==> src/rtl/wt_inval_queue.sv <==
// Invalidation request queue between a snoop source and the write-through cache.
// Buffers line-aligned addresses in FIFO order and drops requests that duplicate a queued line.
module wt_inval_queue #(
  parameter int DEPTH    = 4,
  parameter int ADDR_W   = 64,
  parameter int OFFSET_W = 4
) (
  input  logic                       clk_i,
  input  logic                       rst_ni,
  input  logic                       snoop_valid_i,
  input  logic [ADDR_W-1:0]          snoop_addr_i,
  output logic                       snoop_ready_o,
  output logic                       inval_valid_o,
  output logic [ADDR_W-1:0]          inval_addr_o,
  input  logic                       inval_ready_i,
  output logic [$clog2(DEPTH):0]     occupancy_o,
  output logic [15:0]                merge_cnt_o
);

  localparam int PTR_W = $clog2(DEPTH);
  localparam int CNT_W = PTR_W + 1;
  localparam logic [ADDR_W-1:0] OFFSET_MASK = {{(ADDR_W-OFFSET_W){1'b0}}, {OFFSET_W{1'b1}}};

  logic [ADDR_W-1:0] entry_q [DEPTH];
  logic [DEPTH-1:0]  valid_q;
  logic [PTR_W-1:0]  rd_ptr_q;
  logic [PTR_W-1:0]  wr_ptr_q;
  logic [CNT_W-1:0]  count_q;
  logic [15:0]       merge_cnt_q;

  logic [ADDR_W-1:0] aligned_addr;
  logic              pop;
  logic              hit;
  logic              full;
  logic              accept;
  logic              push;
  logic              merge;

  assign aligned_addr = snoop_addr_i & ~OFFSET_MASK;
  assign pop          = inval_valid_o && inval_ready_i;

  // The head leaving this cycle cannot absorb a duplicate, so it is skipped when popping.
  always_comb begin
    hit = 1'b0;
    for (int i = 0; i < DEPTH; i++) begin
      if (valid_q[i] && (entry_q[i] == aligned_addr) &&
          !(pop && (PTR_W'(i) == rd_ptr_q))) begin
        hit = 1'b1;
      end
    end
  end

  assign full          = (count_q == CNT_W'(DEPTH));
  assign snoop_ready_o = !full || hit;
  assign accept        = snoop_valid_i && snoop_ready_o;
  assign push          = accept && !hit;
  assign merge         = accept && hit;

  assign inval_valid_o = (count_q != '0);
  assign inval_addr_o  = entry_q[rd_ptr_q];
  assign occupancy_o   = count_q;
  assign merge_cnt_o   = merge_cnt_q;

  always_ff @(posedge clk_i or negedge rst_ni) begin
    if (!rst_ni) begin
      rd_ptr_q    <= '0;
      wr_ptr_q    <= '0;
      count_q     <= '0;
      valid_q     <= '0;
      merge_cnt_q <= '0;
    end else begin
      if (pop) begin
        rd_ptr_q <= rd_ptr_q + PTR_W'(1);
      end
      if (push) begin
        wr_ptr_q <= wr_ptr_q + PTR_W'(1);
      end
      // Push and pop never target the same slot: that needs an empty or a full queue.
      valid_q <= (valid_q & ~(DEPTH'(pop) << rd_ptr_q)) | (DEPTH'(push) << wr_ptr_q);
      case ({push, pop})
        2'b10:   count_q <= count_q + CNT_W'(1);
        2'b01:   count_q <= count_q - CNT_W'(1);
        default: count_q <= count_q;
      endcase
      if (merge && (merge_cnt_q != 16'hFFFF)) begin
        merge_cnt_q <= merge_cnt_q + 16'd1;
      end
    end
  end

  always_ff @(posedge clk_i) begin
    if (push) begin
      entry_q[wr_ptr_q] <= aligned_addr;
    end
  end

endmodule

==> config.mk <==
export PLATFORM = sky130hd
export DESIGN_NAME = wt_inval_queue
export DESIGN_NICKNAME = d
export VERILOG_FILES = /design/src/rtl/wt_inval_queue.sv
export SDC_FILE = /design/constraint.sdc
export NUM_CORES = 1
export LEC_CHECK = 0
export CORE_ASPECT_RATIO = 0.75
export CORE_UTILIZATION = 35
export DETAILED_ROUTE_END_ITERATION = 16
export GPL_ROUTABILITY_DRIVEN = 0
export HOLD_SLACK_MARGIN = 0.03
export SLEW_MARGIN = 10
export SYNTH_ARGS = -nofsm -noshare
export SYNTH_HDL_FRONTEND = slang
export SYNTH_SLANG_ARGS = --single-unit
==> constraint.sdc <==
create_clock -name clk_i -period 3.9 [get_ports clk_i]
set_input_delay 0.78 -clock clk_i [delete_from_list [all_inputs] [get_ports clk_i]]
set_output_delay 0.78 -clock clk_i [all_outputs]
set_load 0.01 [all_outputs]
# ---- After elaboration in Yosys (flattened, before gate mapping)
# Memory sizes are Yosys's and may differ from the RTL's.
# Index checks and enable logic that the tools add are counted.
dict set report op_classes {
  shift 2
  n_reduce_logical 27
  add_sub_neg 5
  eq_ne 11
  n_bitwise 3
  muxes 7
}
# op count
set op_table {}
lappend op_table {{equality test 64 bit} 4}
lappend op_table {{logical AND 1 bit} 17}
lappend op_table {{adder 16 x 1 -> 16 bit, second input constant} 1}
lappend op_table {{!= test 16 bit, second input constant} 1}
lappend op_table {{<< shifter 1 x 2 -> 4 bit} 2}
lappend op_table {{logical NOT 1 bit} 6}
lappend op_table {{2-to-1 mux 1 bit} 6}
lappend op_table {{one-hot mux 3 bit (2 select lines)} 1}
lappend op_table {{adder 2 x 1 -> 2 bit, second input constant} 2}
lappend op_table {{bitwise AND 4 bit} 1}
lappend op_table {{equality test 2 bit, first input constant} 2}
lappend op_table {{inverter 4 bit} 1}
lappend op_table {{bitwise OR 4 bit} 1}
lappend op_table {{adder 3 x 1 -> 3 bit, second input constant} 1}
lappend op_table {{equality test 3 bit, second input constant} 1}
lappend op_table {{nonzero test 3 bit} 1}
lappend op_table {{subtractor 3 x 1 -> 3 bit, second input constant} 1}
lappend op_table {{equality test 1 x 2 -> 1 bit, first input constant} 1}
lappend op_table {{equality test 2 x 1 -> 1 bit, second input constant} 1}
lappend op_table {{equality test 2 bit, second input constant} 1}
lappend op_table {{logical NOT 2 bit} 1}
lappend op_table {{nonzero test 2 bit} 1}
lappend op_table {{logical OR 1 bit} 1}
dict set report word_totals {
  input_bits 68
  out_inout_bits 85
  memories 1
  ff_bits 27
  mem_bits_rw 240
  elab_cells 61
}
# name depth word_bits read_ports rd_clocked_by_memory_dff write_ports line
set mem_list {}
lappend mem_list {entry_q 4 60 5 0 1 24} ;# logic [ADDR_W-1:0] entry_q [DEPTH];

# ---- Logic depth before layout (Yosys ltp)
dict set report logic_depth {
  ltp_word 14
  ltp_mapped 17
  mapped_depth_nobuf 14
}

# ---- Worst setup path before layout
# OpenSTA, ideal clock, no wires.
dict set report synth_timing {
  path_kind {input port to flip-flop}
  start {in snoop_addr_i[37]}
  end {mem entry_q[0][0] (netlist bit), enable pin}
  path_buffers 2
  required_time_ps 3476
  path_stages 10
  path_slack_ps -358
  arrival_ps 3833
  setup_time_ps 424
  cell_sequence {clkbuf_1 xor2_1 nor4_1 and4_1 nand4_1 nor4b_2 a311oi_2 and3_1 buf_2 and2_1}
}
dict set report synth_between {
  elab_chain_len 12
  elab_cells_between_ends 22
  classes_between {eq/ne: 4; mux: 6; reduce/logical: 12}
}
# element line
set synth_rtl {}
lappend synth_rtl {{start: declaration} 11} ;# input logic [ADDR_W-1:0] snoop_addr_i,
lappend synth_rtl {{equality test 64 bit} 46} ;# if (valid_q[i] && (entry_q[i] == aligned_addr) &&
lappend synth_rtl {{logical AND 1 bit (2 in a row)} 46}
lappend synth_rtl {{2-to-1 mux 1 bit (3 in a row)} 46}
lappend synth_rtl {{2-to-1 mux 1 bit *} 46}
lappend synth_rtl {{logical OR 1 bit} 54} ;# assign snoop_ready_o = !full || hit;
lappend synth_rtl {{logical AND 1 bit} 55} ;# assign accept = snoop_valid_i && snoop_ready_o;
lappend synth_rtl {{logical AND 1 bit *} 56} ;# assign push = accept && !hit;
lappend synth_rtl {{2-to-1 mux 1 bit *} 92} ;# if (push) begin
lappend synth_rtl {{2-to-1 mux 1 bit (implied by the code) *} 93} ;# entry_q[wr_ptr_q] <= aligned_addr;
lappend synth_rtl {{end: declaration} 24}
# Mark *: on every way between the ends. The rest lies on a longest branch, timed or not.

# ---- Final worst setup path
dict set report layout_timing {
  start {in snoop_addr_i[27]}
  end {out snoop_ready_o}
}
dict set report layout_between {
  elab_chain_len 8
  elab_cells_between_ends 17
  classes_between {eq/ne: 4; mux: 4; reduce/logical: 9}
}
# element line
set layout_rtl {}
lappend layout_rtl {{equality test 64 bit} 46}
lappend layout_rtl {{logical AND 1 bit (2 in a row)} 46}
lappend layout_rtl {{2-to-1 mux 1 bit (3 in a row)} 46}
lappend layout_rtl {{2-to-1 mux 1 bit *} 46}
lappend layout_rtl {{logical OR 1 bit *} 54}
lappend layout_rtl {{end: declaration} 12} ;# output logic snoop_ready_o,
# Marks and branches as above.

==> metrics.csv <==
stage,metric,value,unit
status,status,completed,
synthesis,Post-synth top flop,edfxtp_1,
hold_path,worst hold path class,reg2reg,
power_and_ir_drop,Flop pwr share,36.8,%
setup_path,reg2reg path depth,15,
layout,Area Growth Syn to Fin,34.5,%
synthesis,fraction of registers with async set/reset,10.1,%
clock_tree,Bufs on Longest Clock Path,3,
floorplanning,Die H,168,um
synthesis,Synth area leaders,"edfxtp_1 (56%), mux4_2 (10%), xor2_1 (10%), xnor2_1 (6.1%), dfrtp_1 (5.2%)",
global_routing,GRT busiest layer,met1,
synthesis,cell count after synthesis,809,
power_and_ir_drop,P_sw,3.52,mW
power_and_ir_drop,clock power share,25.3,%
detailed_routing,total wire length,38400,um
power_and_ir_drop,switching part of the total power,31.8,%
detailed_routing,Antenna Nets Post-Route,0,
layout,Ant. Diodes,0,
power_and_ir_drop,Leak Pwr,6.30,nW
global_routing,gr usage total,20.5,%
global_routing,pin count of the biggest net entering global routing,40,
global_routing,Overflow after GRT,0,
timing,setup violators final,0,
synthesis,syn avg cell area,15.9,um2
power_and_ir_drop,Power per Cell Area,640,nW/um2
global_routing,antenna violations before repair,0,
floorplanning,FP Rows,60,
placement,Placed Cells,1559,
clock_tree,clk slew on worst S/H paths,0.06,ns
synthesis,register bit count reported by yosys,267,
detailed_routing,DR DRC count,0,
clock_tree,total CTS buffers,29,
layout,Layout Cells excl Fill,1613,
detailed_routing,via count,8331,
timing,Clock Skews,0.0128,ns
global_routing,met1 Resource Use GR,31.2,%
clock_tree,worst-skew pair later-pin latency,0.55,ns
synthesis,"Seq/Total Area, Yosys",61.2,%
detailed_routing,Avg Vias per Cell,5.16,
synthesis,Mapped Area,12900,um2
detailed_routing,Initial DRT Pass Iterations,5,
floorplanning,io pins,153,
hold_path,Hold Crit Depth,1,
global_routing,met2 Use GR,29.4,%
synthesis,"EDFF count, synth",240,
power_and_ir_drop,internal power,7.56,mW
timing,Slew @ Worst Pin,0.840,ns
setup_path,WP data arrival,3.06,ns
floorplanning,die area,37600,um2
synthesis,synth warn,0,
floorplanning,chip width,223,um
layout,post-route cell area,17300,um2
layout,Final nets,1205,
layout,fin util,48.1,%
timing,"Slew Viols, Final",0,
setup_path,crit end category,output port,
global_routing,number of global-route vias before repair,8353,
timing,Tmin final,3.84,ns
floorplanning,initial core utilization,35.7,%
timing,endpoints failing hold,0,
synthesis,Yosys cell types,51,
synthesis,Yosys top cell by area,edfxtp_1,
placement,input/output buffers,144,
clock_tree,TritonCTS sink count,267,
timing,period utilization,98.6,%
setup_path,CP max FO,4,
setup_path,Setup crit start kind,primary input,
timing,final setup margin,0.0554,ns
detailed_routing,DR iter-0 viols,759,
global_routing,first-pass GRT wire length,55600,um
clock_tree,htree depth,1,
placement,dpl ws,-0.534,ns
power_and_ir_drop,maximum VDD drop,0.369,mV
hold_path,hold_sp,valid_q[1]$_DFF_PN0_,
placement,DP HPWL,28300,um
setup_path,reg2reg start,occupancy_o[1]$_DFFE_PN0P_,
placement,placed inst area,16100,um2
timing,Slew HR,44.0,%
setup_path,worst setup path start,snoop_addr_i[27],
job,total of max-cap violations,0,
clock_tree,CTS root buf,clkbuf_16,
floorplanning,core box area,36000,um2
detailed_routing,wire per inst,23.8,um
layout,share of cells above drive strength 1,27.3,%
clock_tree,CTS tree,yes,
setup_path,required time worst endpoint,3.12,ns
synthesis,Yosys top cell area share,56.0,%
setup_path,worst setup path class,in2out,
power_and_ir_drop,combinational share of power,37.9,%
timing,Fmax achieved,260,MHz
global_routing,met3 usage,5.24,%
timing,final hold slack,0.490,ns
==> cell usage after synthesis (3+ instances only) <==
library cell,number
xnor2_1,90
and2_1,6
mux2_2,3
nor2b_1,4
xor2_1,147
mux4_2,60
inv_1,29
dfrtp_1,27
nor4_1,39
o22ai_1,8
a2111oi_0,4
buf_1,6
ha_1,10
a32o_1,4
clkbuf_1,15
buf_4,4
nor3_1,8
nor2_1,5
nand4_1,30
edfxtp_1,240
nand2_1,12
nand3_1,14
and3_1,5
nand2b_1,4
==> cells by family (layout without fill, tap and decap cells) <==
logic type | count (synthesis) | count (layout) | share of synthesized area [%]
and+or+nand+nor | 139 | 139 | 6.50
xor gates and xnor gates | 237 | 237 | 16.1
other | 1 | 4 | 0.0291
adders and majority gates | 11 | 11 | 1.13
buffers and inverters | 57 | 393 | 1.86
AOI/OAI and AO/OA | 33 | 33 | 2.27
DFF | 267 | 267 | 61.2
muxes | 64 | 64 | 10.8
==> routing by layer <==
| layer | share of wire [%] | up-vias |
|---|---|---|
| li1 | - | 3741 |
| met1 | 47 | 4250 |
| met2 | 43 | 304 |
| met3 | 8.4 | 36 |
| met4 | 1.4 | 0 |
| met5 | 0 | - |
==> power by group through the flow <==
stage | Clock (mW) | Sequential, mW | Combinational, mW
2_1_floorplan | 0 | 4.06 | 2.03
3_3_place_gp | 0 | 4.12 | 4.19
3_5_place_dp | 0 | 4.13 | 4.19
4_1_cts | 2.86 | 4.08 | 4.22
5_1_grt | 2.98 | 4.14 | 4.43
6_report | 2.81 | 4.08 | 4.20
==> area by class of cell <==
cell class / instances / area (um2)
Clock inverter: 10 / 131
Fill cell: 3133 / 18700
Multi-Input combinational cell: 488 / 4930
Clock buffer: 43 / 848
Sequential cell: 267 / 7890
Inverter: 29 / 109
Timing Repair Buffer: 311 / 2830
Tap cell: 465 / 582
==> stage by stage <==
| stage | total power, mW | TNS, ns |
|---|---|---|
| global placement | 8.31 | -64.10 |
| floorplan | 6.09 | 0 |
| CTS | 11.2 | 0 |
| finish | 11.1 | 0 |
| detailed placement | 8.32 | -54.57 |
| global route | 11.5 | -0.0495 |
==> sequential cells by signal, summed over array words and instances (netlist names) <==
name,count
entry_q,240
merge_cnt_o,16
valid_q,4
occupancy_o,3
rd_ptr_q,2
wr_ptr_q,2
==> worst max-delay path, cell delays in order <==
cell and delay, ns:
clkdlybuf4s50_1 0.56, buf_4 0.23, xor2_1 0.19, a2111oi_4 0.30
nand3_1 0.25, nor4b_4 0.34, a311oi_2 0.12, nand3_1 0.15
buf_2 0.14
==> final timing paths <==
| check | slack, ns | end |
|---|---|---|
| min reg2reg | 0.49 | valid_q[1]$_DFF_PN0_ |
| min in group asynchronous | 0.62 | merge_cnt_o[11]$_DFFE_PN0P_ |
| max reg2reg | 0.28 | occupancy_o[2]$_DFFE_PN0P_ |
| max | 0.06 | snoop_ready_o |
| min | 0.49 | valid_q[1]$_DFF_PN0_ |
| max in group asynchronous | 2.97 | rd_ptr_q[0]$_DFFE_PN0P_ |
==> what timing repair did <==
| action | CTS | global route |
|---|---|---|
| pin swaps | 9 | 6 |
| setup buffers | 1 | 0 |
| hold buffers | 0 | 0 |
| gates resized for setup | 21 | 27 |
| endpoints found under the hold margin | 0 | 0 |
| endpoints found under the setup margin | 1 | 2 |
==> cells in the final DEF, fill, tap and decap left out, types with 4 or more instances in the layout <==
| cell type | instances |
|---|---|
| dfrtp_1 | 25 |
| buf_12 | 9 |
| clkinv_2 | 5 |
| nand2_1 | 12 |
| and2_2 | 4 |
| xnor2_1 | 88 |
| and3_1 | 5 |
| mux4_2 | 60 |
| clkbuf_1 | 7 |
| dlygate4sd2_1 | 4 |
| nor4_1 | 28 |
| nand3_1 | 14 |
| buf_4 | 156 |
| o22ai_1 | 7 |
| nor2_1 | 5 |
| nor3_1 | 8 |
| xor2_1 | 144 |
| a2111oi_2 | 5 |
| clkbuf_16 | 29 |
| inv_1 | 29 |
| nand2b_1 | 4 |
| edfxtp_1 | 240 |
| nor2b_1 | 4 |
| dlymetal6s2s_1 | 9 |
| nand4_1 | 30 |
| conb_1 | 4 |
| nor4_2 | 11 |
| clkbuf_8 | 7 |
| ha_1 | 10 |
| a32o_1 | 4 |
| clkdlybuf4s50_1 | 130 |
No activity file was read; power rests on OpenSTA's default activity.
